===== src/rtl/stim_seq_chsel.sv =====
// ---------------------------------------------------------------------------
// stim_seq_chsel
//   Biphasic stimulus sequencer.  Drives the stimulator current DAC (EN_ST,
//   MAG_ST) and the high-side / low-side channel switch matrix.  It produces
//   rest / anodic / inter-pulse-delay / cathodic trains with runtime phase
//   timing, an optional pairwise channel sweep and an optional magnitude ramp.
//
//   Optional feature macro: STIM_RAMP_EN
//     defined   : RAMP=1 starts MAG_ST at 0 and steps it by one at every train
//                 end, saturating at the captured MAG_CFG.
//     undefined : no ramp logic; RAMP is ignored and MAG_ST = MAG_CFG while busy.
//
// Ports
//   CLK         in   sequencer clock
//   RST         in   asynchronous active-high reset
//   START       in   1-cycle start strobe, honoured only in IDLE
//   STOP        in   1-cycle stop request
//   SWEEP       in   1: sweep pairs (0,1),(2,3)...; 0: fixed CH_ANO / CH_CAT
//   RAMP        in   1: ramp MAG_ST from 0 up to MAG_CFG (ramp build only)
//   MAG_CFG     in   target magnitude code
//   CH_ANO      in   anodic-phase high-side channel (SWEEP=0)
//   CH_CAT      in   cathodic-phase high-side channel (SWEEP=0)
//   T_REST_US   in   rest duration, us (0 behaves as 1)
//   T_ANO_US    in   anodic duration, us
//   T_IPD_US    in   inter-pulse delay, us
//   T_CAT_US    in   cathodic duration, us
//   EN_ST       out  current source enable, high only in ANO and CAT
//   MAG_ST      out  current magnitude code
//   ChSel_HS    out  high-side switch select
//   ChSel_LS    out  low-side switch select
//   BUSY        out  high in every state except IDLE
//   PULSE_DONE  out  strobe on the last cycle of every cathodic phase
// ---------------------------------------------------------------------------
module stim_seq_chsel #(
  parameter int  NCH          = 8,
  parameter int  MAG_W        = 5,
  parameter int  TW           = 12,
  parameter int  CLK_PER_US   = 10,
  parameter int  SWEEP_GAP_US = 1000,
  localparam int CH_W         = $clog2(NCH)
) (
  input  logic             CLK,
  input  logic             RST,
  input  logic             START,
  input  logic             STOP,
  input  logic             SWEEP,
  input  logic             RAMP,
  input  logic [MAG_W-1:0] MAG_CFG,
  input  logic [CH_W-1:0]  CH_ANO,
  input  logic [CH_W-1:0]  CH_CAT,
  input  logic [TW-1:0]    T_REST_US,
  input  logic [TW-1:0]    T_ANO_US,
  input  logic [TW-1:0]    T_IPD_US,
  input  logic [TW-1:0]    T_CAT_US,
  output logic             EN_ST,
  output logic [MAG_W-1:0] MAG_ST,
  output logic [CH_W-1:0]  ChSel_HS,
  output logic [CH_W-1:0]  ChSel_LS,
  output logic             BUSY,
  output logic             PULSE_DONE
);

  // Prescaler counts CLK cycles within one us; the us counter counts whole us.
  localparam int PW = (CLK_PER_US > 1) ? $clog2(CLK_PER_US) : 1;
  localparam int GW = $clog2(SWEEP_GAP_US + 1);
  localparam int UW = (TW > GW) ? TW : GW;

  localparam logic [PW-1:0]   PRE_RELOAD = PW'(CLK_PER_US - 1);
  localparam logic [UW-1:0]   GAP_RELOAD = UW'(SWEEP_GAP_US - 1);
  localparam logic [CH_W-1:0] PAIR_LAST  = CH_W'(NCH / 2 - 1);

  typedef enum logic [2:0] {
    S_IDLE, S_REST, S_ANO, S_IPD, S_CAT, S_GAP
  } state_t;

  state_t          state;
  logic [PW-1:0]   pre;
  logic [UW-1:0]   us;
  logic [UW-1:0]   next_us;
  logic            cnt_last;
  logic            cnt_penult;
  logic            cat_one_cycle;

  // Configuration captured at START; inputs are not looked at again while busy.
  logic            sweep_r;
  logic [CH_W-1:0] ch_ano_r;
  logic [CH_W-1:0] ch_cat_r;
  logic [TW-1:0]   t_rest_r;
  logic [TW-1:0]   t_ano_r;
  logic [TW-1:0]   t_ipd_r;
  logic [TW-1:0]   t_cat_r;
  logic [CH_W-1:0] pair;
  logic            stop_pending;
  logic [CH_W-1:0] chan_a;
  logic [CH_W-1:0] chan_c;
  logic [MAG_W-1:0] mag_next;

`ifdef STIM_RAMP_EN
  logic             ramp_r;
  logic [MAG_W-1:0] mag_cfg_r;

  // Train-end magnitude step, saturating at the captured target.
  assign mag_next = (ramp_r && (MAG_ST < mag_cfg_r)) ? MAG_ST + MAG_W'(1) : MAG_ST;
`else
  logic unused_ramp;

  assign unused_ramp = RAMP;
  assign mag_next    = MAG_ST;
`endif

  // A duration of 0 us is stretched to 1 us, so its reload value is 0 as well.
  function automatic logic [UW-1:0] us_reload(input logic [TW-1:0] t);
    if (t == '0) return '0;
    return UW'(t - TW'(1));
  endfunction

  assign cnt_last      = (pre == '0) && (us == '0);
  // True one cycle before cnt_last while the phase keeps running.
  assign cnt_penult    = ((pre == PW'(1)) && (us == '0)) ||
                         ((CLK_PER_US == 1) && (us == UW'(1)));
  // A cathodic phase of a single cycle needs its done strobe armed from IPD.
  assign cat_one_cycle = (CLK_PER_US == 1) && (t_cat_r <= TW'(1));

  assign chan_a = sweep_r ? CH_W'({pair, 1'b0}) : ch_ano_r;
  assign chan_c = sweep_r ? CH_W'({pair, 1'b1}) : ch_cat_r;

  // Duration of the phase that follows the current one.
  // NOTE: every always_comb output gets a default first so no path can infer a latch.
  always_comb begin
    next_us = us_reload(t_rest_r);
    case (state)
      S_IDLE:  next_us = us_reload(T_REST_US);
      S_REST:  next_us = us_reload(t_ano_r);
      S_ANO:   next_us = us_reload(t_ipd_r);
      S_IPD:   next_us = us_reload(t_cat_r);
      S_CAT:   next_us = (sweep_r && (pair == PAIR_LAST)) ? GAP_RELOAD : us_reload(t_rest_r);
      default: next_us = us_reload(t_rest_r);
    endcase
  end

  // Phase timer: reloads continuously in IDLE and on the last cycle of every
  // phase, so each state starts with a fresh prescaler and us count.
  // NOTE: sequential state uses non-blocking assignments only, so every block
  // sees the pre-edge value of every register.
  always_ff @(posedge CLK or posedge RST) begin
    if (RST) begin
      pre <= '0;
      us  <= '0;
    end else if ((state == S_IDLE) || cnt_last) begin
      pre <= PRE_RELOAD;
      us  <= next_us;
    end else if (pre == '0) begin
      pre <= PRE_RELOAD;
      us  <= us - UW'(1);
    end else begin
      pre <= pre - PW'(1);
    end
  end

  always_ff @(posedge CLK or posedge RST) begin
    if (RST) begin
      state        <= S_IDLE;
      EN_ST        <= 1'b0;
      MAG_ST       <= '0;
      ChSel_HS     <= '0;
      ChSel_LS     <= '0;
      BUSY         <= 1'b0;
      PULSE_DONE   <= 1'b0;
      sweep_r      <= 1'b0;
      ch_ano_r     <= '0;
      ch_cat_r     <= '0;
      t_rest_r     <= '0;
      t_ano_r      <= '0;
      t_ipd_r      <= '0;
      t_cat_r      <= '0;
      pair         <= '0;
      stop_pending <= 1'b0;
`ifdef STIM_RAMP_EN
      ramp_r       <= 1'b0;
      mag_cfg_r    <= '0;
`endif
    end else begin
      PULSE_DONE <= 1'b0;
      case (state)
        S_IDLE: begin
          if (START && !STOP) begin
            state        <= S_REST;
            BUSY         <= 1'b1;
            sweep_r      <= SWEEP;
            ch_ano_r     <= CH_ANO;
            ch_cat_r     <= CH_CAT;
            t_rest_r     <= T_REST_US;
            t_ano_r      <= T_ANO_US;
            t_ipd_r      <= T_IPD_US;
            t_cat_r      <= T_CAT_US;
            pair         <= '0;
            stop_pending <= 1'b0;
`ifdef STIM_RAMP_EN
            ramp_r       <= RAMP;
            mag_cfg_r    <= MAG_CFG;
            MAG_ST       <= RAMP ? '0 : MAG_CFG;
`else
            MAG_ST       <= MAG_CFG;
`endif
          end
        end

        S_REST: begin
          if (STOP) begin
            state  <= S_IDLE;
            BUSY   <= 1'b0;
            MAG_ST <= '0;
          end else if (cnt_last) begin
            state    <= S_ANO;
            EN_ST    <= 1'b1;
            ChSel_HS <= chan_a;
            ChSel_LS <= chan_c;
          end
        end

        S_ANO: begin
          if (STOP) stop_pending <= 1'b1;
          if (cnt_last) begin
            state <= S_IPD;
            EN_ST <= 1'b0;
          end
        end

        S_IPD: begin
          if (STOP) stop_pending <= 1'b1;
          if (cnt_last) begin
            state      <= S_CAT;
            EN_ST      <= 1'b1;
            ChSel_HS   <= chan_c;
            ChSel_LS   <= chan_a;
            PULSE_DONE <= cat_one_cycle;
          end
        end

        S_CAT: begin
          // A stop never cuts the cathodic phase short: charge balance first.
          if (cnt_last) begin
            EN_ST <= 1'b0;
            if (STOP || stop_pending) begin
              state        <= S_IDLE;
              BUSY         <= 1'b0;
              MAG_ST       <= '0;
              stop_pending <= 1'b0;
            end else if (sweep_r && (pair == PAIR_LAST)) begin
              state <= S_GAP;
              pair  <= '0;
            end else if (sweep_r) begin
              state <= S_REST;
              pair  <= pair + CH_W'(1);
            end else begin
              state  <= S_REST;
              MAG_ST <= mag_next;
            end
          end else begin
            if (STOP) stop_pending <= 1'b1;
            PULSE_DONE <= cnt_penult;
          end
        end

        S_GAP: begin
          if (STOP) begin
            state  <= S_IDLE;
            BUSY   <= 1'b0;
            MAG_ST <= '0;
          end else if (cnt_last) begin
            state  <= S_REST;
            MAG_ST <= mag_next;
          end
        end

        default: begin
          state  <= S_IDLE;
          EN_ST  <= 1'b0;
          BUSY   <= 1'b0;
          MAG_ST <= '0;
        end
      endcase
    end
  end

endmodule


===== config.mk =====
export PLATFORM = sky130hd
export DESIGN_NAME = stim_seq_chsel
export DESIGN_NICKNAME = d
export VERILOG_FILES = /design/src/rtl/stim_seq_chsel.sv
export SDC_FILE = /design/constraint.sdc
export NUM_CORES = 1
export LEC_CHECK = 0
export BUFFER_PORTS_ARGS = -buffer_cell sky130_fd_sc_hd__buf_2
export CAP_MARGIN = 5
export CORE_ASPECT_RATIO = 0.8
export CORE_MARGIN = 2
export CORE_UTILIZATION = 54
export DETAILED_ROUTE_END_ITERATION = 12
export HOLD_SLACK_MARGIN = 0.1
export PLACE_DENSITY = 0.76
export REMOVE_ABC_BUFFERS = 1
export SLEW_MARGIN = 30
export SYNTH_ARGS = -nofsm -noshare
export SYNTH_HDL_FRONTEND = slang
export SYNTH_SLANG_ARGS = --single-unit

===== constraint.sdc =====
create_clock -name CLK -period 3.55 [get_ports CLK]
set_clock_uncertainty 0.2 [all_clocks]
set_input_delay 0.355 -clock CLK [delete_from_list [all_inputs] [get_ports CLK]]
set_output_delay 0.355 -clock CLK [all_outputs]
set_load 0.1 [all_outputs]

Yosys cells after proc, flatten, opt, wreduce, memory -nomap -nowiden

Cells that the tools add are included.

Reduce and logical (&&, ||, !) cells: 31
Add/sub/neg operators: 8
Bitwise logic cells: 2
Eq/ne operators: 21
Mux-type cells: 73

Operators with widths:

| cell                                                                  | count |
|---|---|
| 12-bit two-way mux                                                    | 14 |
| 12-bit logical NOT                                                    | 6 |
| 12-bit by 1-bit subtractor with 12-bit output, second input constant  | 6 |
| 3-bit two-way mux                                                     | 21 |
| 12-bit one-hot mux with 5 select lines                                | 1 |
| 1-bit two-way mux                                                     | 23 |
| 5-bit two-way mux                                                     | 4 |
| 5-bit one-hot mux with 4 select lines                                 | 1 |
| 3-bit one-hot mux with 2 select lines                                 | 3 |
| 3-bit one-hot mux with 6 select lines                                 | 1 |
| 2-bit != test, second input constant                                  | 7 |
| 3-bit != test, second input constant                                  | 4 |
| 5-bit AND reduction                                                   | 2 |
| 3-bit by 2-bit equality test with 1-bit output, second input constant | 3 |
| 4-bit two-way mux                                                     | 2 |
| 1-bit one-hot mux with 4 select lines                                 | 2 |
| 2-bit OR reduction                                                    | 4 |
| 3-bit equality test, second input constant                            | 2 |
| 2-bit by 1-bit != test with 1-bit output, second input constant       | 3 |
| 3-bit AND reduction                                                   | 2 |
| 6-bit AND reduction                                                   | 1 |
| 2-bit nonzero test                                                    | 3 |
| 5-bit OR reduction                                                    | 1 |
| 4-bit by 1-bit equality test with 1-bit output, second input constant | 1 |
| other kinds (13)                                                      | 18 |

Input bits: 65
Output and inout port bits: 14
Bits in registers: 92
Logic and storage cells: 153

Longest topological paths before layout

Depth in word-level cells: 7
Gate-level depth with buffers: 10
Mapped depth without buffers: 8

Worst setup path before layout

OpenSTA, ideal clock, no wires.

Path kind: register to register
Start: reg pre[0]
End: reg state[0]
Path slack: 968 ps
Arrival time: 2,244 ps
Data required time: 3,211 ps
Clock period less this slack: 2,582 ps
Cell stages (with the launch flop): 10
Library setup time: 139 ps
Path buffers: 2
Path through: dfrtp_1 inv_1 ha_1 or3b_2 clkbuf_1 nor4_2 buf_2 xnor2_1 nor2_1 or4_1

Cells in the longest elaborated chain, start to end: 4
Elaborated cells between the ends (all ways): 8
Classes of those cells: 5 x eq/ne; 3 x reduce/logical

Ends and longest elaborated chain:

| what                                                     | line | RTL |
|---|---|---|
| start: declaration                                       | 77   | `logic [PW-1:0] pre;` |
| start signal: assignment                                 | 156  | `pre <= pre - PW'(1);` |
| 4-bit logical NOT (*)                                    | 117  | `assign cnt_last = (pre == '0) && (us == '0);` |
| 1-bit logical AND (*)                                    | 117  |  |
| 3-bit != test (no line) or 2-bit != test (tied branches) | n/a  |  |
| 6-bit AND reduction (no line) (*)                        | n/a  |  |
| end signal: assignment                                   | 162  | `state <= S_IDLE;` |
| end signal: assignment                                   | 187  | `state <= S_REST;` |
| end signal: assignment                                   | 210  | `state <= S_IDLE;` |
| end: declaration                                         | 76   | `state_t state;` |

Every way passes the cells marked *; elsewhere a longest branch is shown, timed or not.
A chain may end at the register's enable or synchronous reset.

Worst setup path after layout

Start: reg t_rest_r[2]
End: reg us[8]

Cells in the longest elaborated chain, start to end: 7
Elaborated cells between the ends (all ways): 10
Classes of those cells: 1 x add/sub; 8 x mux; 1 x reduce/logical

Ends and longest elaborated chain:

| what                                                                                  | line | RTL |
|---|---|---|
| start: declaration                                                                    | 88   | `logic [TW-1:0] t_rest_r;` |
| start signal: assignment                                                              | 172  | `t_rest_r <= '0;` |
| start signal: assignment                                                              | 192  | `t_rest_r <= T_REST_US;` |
| branches (longest 5 deep; another with 12-bit by 1-bit subtractor with 12-bit output) | n/a  |  |
| 12-bit one-hot mux with 5 select lines (*)                                            | 131  | `case (state)` |
| 12-bit two-way mux (*)                                                                | 149  | `end else if ((state == S_IDLE) \|\| cnt_last) begin` |
| end signal: assignment                                                                | 151  | `us <= next_us;` |
| end signal: assignment                                                                | 154  | `us <= us - UW'(1);` |
| end: declaration                                                                      | 78   | `logic [UW-1:0] us;` |

Every way passes the cells marked *. The select of a mux whose other input is x is not followed.

==> reports/summary.txt <==
max_cap viols - 0
Final Setup Violations - 0
critical path startpoint category - flop
Post-Synth Adder-Cell Area - 0.0306
P_leak - 3.08 nW
worst hold path startpoint - T_REST_US[3]
I/O Buffers - 77
CTS tree - done
main flop type after synthesis - dfrtp_1
clock latency on the worst-skew pair - 0.35 ns
Slew headroom - 0.387
Post-DP HPWL - 10,800 microns
VDD IR max - 0.292 mV
Clock power frac - 0.393
final antenna-violating net count - 0
chip width - 119 microns
XOR/XNOR share of the synthesized area - 0.0551
Hold Crit Depth - 2
pwr/cell area - 342 nW/um^2
Worst-Margin Slew - 0.911 ns
FF-to-FF Start - t_rest_r[2]
area grow syn2layout - 24.3%
number of core rows - 33
Num CTS Buffers - 9
RePlAce Congestion - 0.966
hold buffers post-CTS - 57
Cell variety after synth - 68
Routed Wire Length - 15,900 microns
ratio of cells with drive above 1 in the final layout - 0.224
P_int - 1.79 mW
nets - 818
vias in the first global route - 5,046
htree depth - 3
Register-to-Register Path Depth - 6
sw frac - 0.264
Avg Vias per Cell - 5.99
Syn Area/Cell - 9.34 sq um
Fin. Hold Viols - 0
fin. max-slew vios - 0
initial core utilization - 0.557
DRT Pass-1 Iters - 5
reg-to-reg endpoint - us[8]
Die Y-Extent - 96.1 microns
Resized cells post-CTS - 0
post-synthesis mux area share - 0.103
Antenna diodes - 0
unrepaired setup endpoints after global routing - no
post-synthesis compound-gate area fraction - 0.161
core footprint - 10,300 sq um
antenna violations before repair - 0
Post-Syn Area - 5730 sq um
largest family of logic cells by synthesized area - simple AND/OR/NAND/NOR gates
largest net degree at the start of global routing - 93
grt ovf - 0
via count - 5,297
post-CTS setup buffers - 0
crit path launch - t_rest_r[2]
DIE AREA - 11,400 sq um
Num Clock Sinks - 92
Psw - 644 uW
first-pass GRT wire length - 25,500 microns
status - finished clean
FF-to-FF setup slack - 0.55 ns
WHS Endpoint - t_rest_r[3]
Critical Path AT - 3.00 ns
post-synthesis sequential area ratio - 0.402
CTS clk-pin slew, worst paths - 0.07 ns
post-layout min period - 3.00 ns
All-Layer GR Usage - 0.289
FMAX - 334 MHz
PnR Total Power - 2.44 mW
part of the power in combinational logic - 0.139
CP required - 3.55 ns
period utilisation layout - 0.844
asr flop ratio synth - 1.00
# DRC - 0
Worst Path Max Fanout - 8
Flop pwr share - 0.468
Synth Area in Simple Gates - 0.214
clock root cell - clkbuf_16
Worst Hold Class - in -> reg
#FFs+latches synth - 92
Synth Instances - 613
number of DRC markers in iteration 0 - 473
crit end category - flop
number of flops mapped to enable cells by yosys - 0
IO Pins - 79
crit path kind - reg -> reg
CTS max path bufs - 2
yosys warns - 0
hold_ws - 0.110 ns
Setup TNS Final - 0 ns
DR WL/cell - 18.0 microns
-- cell families (layout without fill, tap and decap cells) --
kind of cell / count (synthesis) / in the layout
AOI/OAI and AO/OA: 141 / 141
buffers and inverters: 49 / 180
DFF: 92 / 92
adders and majority gates: 14 / 14
xor gates and xnor gates: 36 / 36
muxes: 53 / 53
and+or+nand+nor: 228 / 228
-- worst max path at each step --
stage                  endpoint  slack, ns  depth (start not counted)
floorplan           ch_ano_r[0]      -0.94                          3
global placement          us[8]       0.69                          6
detailed placement        us[8]       0.66                          6
CTS                       us[8]       0.66                          6
global route              us[0]       0.45                          6
finish                    us[8]       0.55                          6
-- sequential cells by signal, indices dropped and copies added (netlist names), 4 cells and up --
signal	flops
us	12
MAG_ST	5
t_rest_r	12
t_ipd_r	12
pre	4
t_cat_r	12
t_ano_r	12
-- cells in the mapped netlist, types with 2 or more instances --
cell type | number | area share
o31ai_1 | 7 | 0.0092
mux2i_1 | 6 | 0.010
mux2_2 | 47 | 0.092
or3b_2 | 4 | 0.0061
ha_1 | 14 | 0.031
nand2b_1 | 10 | 0.011
clkbuf_1 | 14 | 0.0092
o31a_1 | 3 | 0.0046
xor2_1 | 10 | 0.015
o22ai_1 | 12 | 0.013
o21bai_1 | 2 | 0.0026
o311ai_0 | 2 | 0.0031
a21o_1 | 6 | 0.0079
nor4_2 | 2 | 0.0044
nand4_1 | 3 | 0.0033
or4_4 | 2 | 0.0039
a211oi_1 | 3 | 0.0039
and2_1 | 2 | 0.0022
nor2_1 | 61 | 0.040
nor3_1 | 25 | 0.022
buf_2 | 9 | 0.0079
nand3_1 | 6 | 0.0052
o32ai_1 | 3 | 0.0046
dfrtp_1 | 92 | 0.40
or4_1 | 16 | 0.021
xnor2_1 | 26 | 0.040
nor4b_2 | 2 | 0.0052
or4b_2 | 2 | 0.0035
o221ai_1 | 2 | 0.0031
nand3b_1 | 3 | 0.0039
nand2_1 | 56 | 0.037
o22a_1 | 2 | 0.0031
or4b_1 | 2 | 0.0035
o211ai_1 | 3 | 0.0039
a21oi_1 | 25 | 0.022
a22o_1 | 5 | 0.0076
nor4b_1 | 2 | 0.0031
o21ai_1 | 5 | 0.0044
inv_1 | 25 | 0.016
nor4_1 | 13 | 0.014
o21ai_0 | 43 | 0.038
or3_1 | 8 | 0.0087
a31oi_1 | 3 | 0.0033
-- area by class of cell --
cell class | instances | area, sq um
clock buffer | 10 | 229
tap | 140 | 175
multi-input combinational | 472 | 3230
inverter | 25 | 95.1
sequential | 92 | 2300
fill | 786 | 3160
timing repair buffer | 139 | 1020
clock inverter | 6 | 65.1
-- metal layers --
metal,global-route usage,routed length (microns)
met5,0,0
met4,0.100,317
met3,0.0652,1060
met2,0.485,7730
met1,0.374,6810
-- through the flow --
stage,instances,util,area [sq um],worst slack (ns)
floorplan,589,-,5620,-0.939
global placement,811,0.608,6250,0.686
detailed placement,811,0.608,6250,0.658
CTS,884,0.692,7120,0.657
global route,884,0.692,7120,0.447
finish,884,0.692,7120,0.552
-- power groups by stage --
stage / combinational (mW) / clock (mW) / sequential, mW
3_3_place_gp: 0.274 / 0 / 1.15
4_1_cts: 0.333 / 0.966 / 1.14
5_1_grt: 0.369 / 1.02 / 1.14
2_1_floorplan: 0.166 / 0 / 1.16
6_report: 0.340 / 0.957 / 1.14
3_5_place_dp: 0.283 / 0 / 1.16
-- worst max-delay path: stages, from the launching register on --
cell and delay, ns:
dfrtp_1 0.44, or4_1 0.72, or4_1 0.47, xor2_1 0.24, o32ai_1 0.11, nor4b_1 0.50, o211ai_1 0.16
-- cells in the final DEF, fill, tap and decap left out, drive strengths merged, types with 3 or more instances in the layout --
cell type	instances
mux2	47
clkbuf	10
o31ai	8
dfrtp	92
or3	9
nand2	57
a211oi	3
or4b	5
nor3	25
nor4	16
clkinvlp	4
nor2	61
nand2b	10
inv	24
nand3b	3
xnor2	26
ha	14
a21o	6
or4	18
or3b	4
nor4b	4
buf	82
nand3	6
o21ai	48
mux2i	6
a22o	5
xor2	10
a21oi	25
dlygate4sd3	57
o32ai	3
o22ai	13
nand4	3
o31a	3
o211ai	3
a31oi	3
Power figures use the tool's default switching activity.
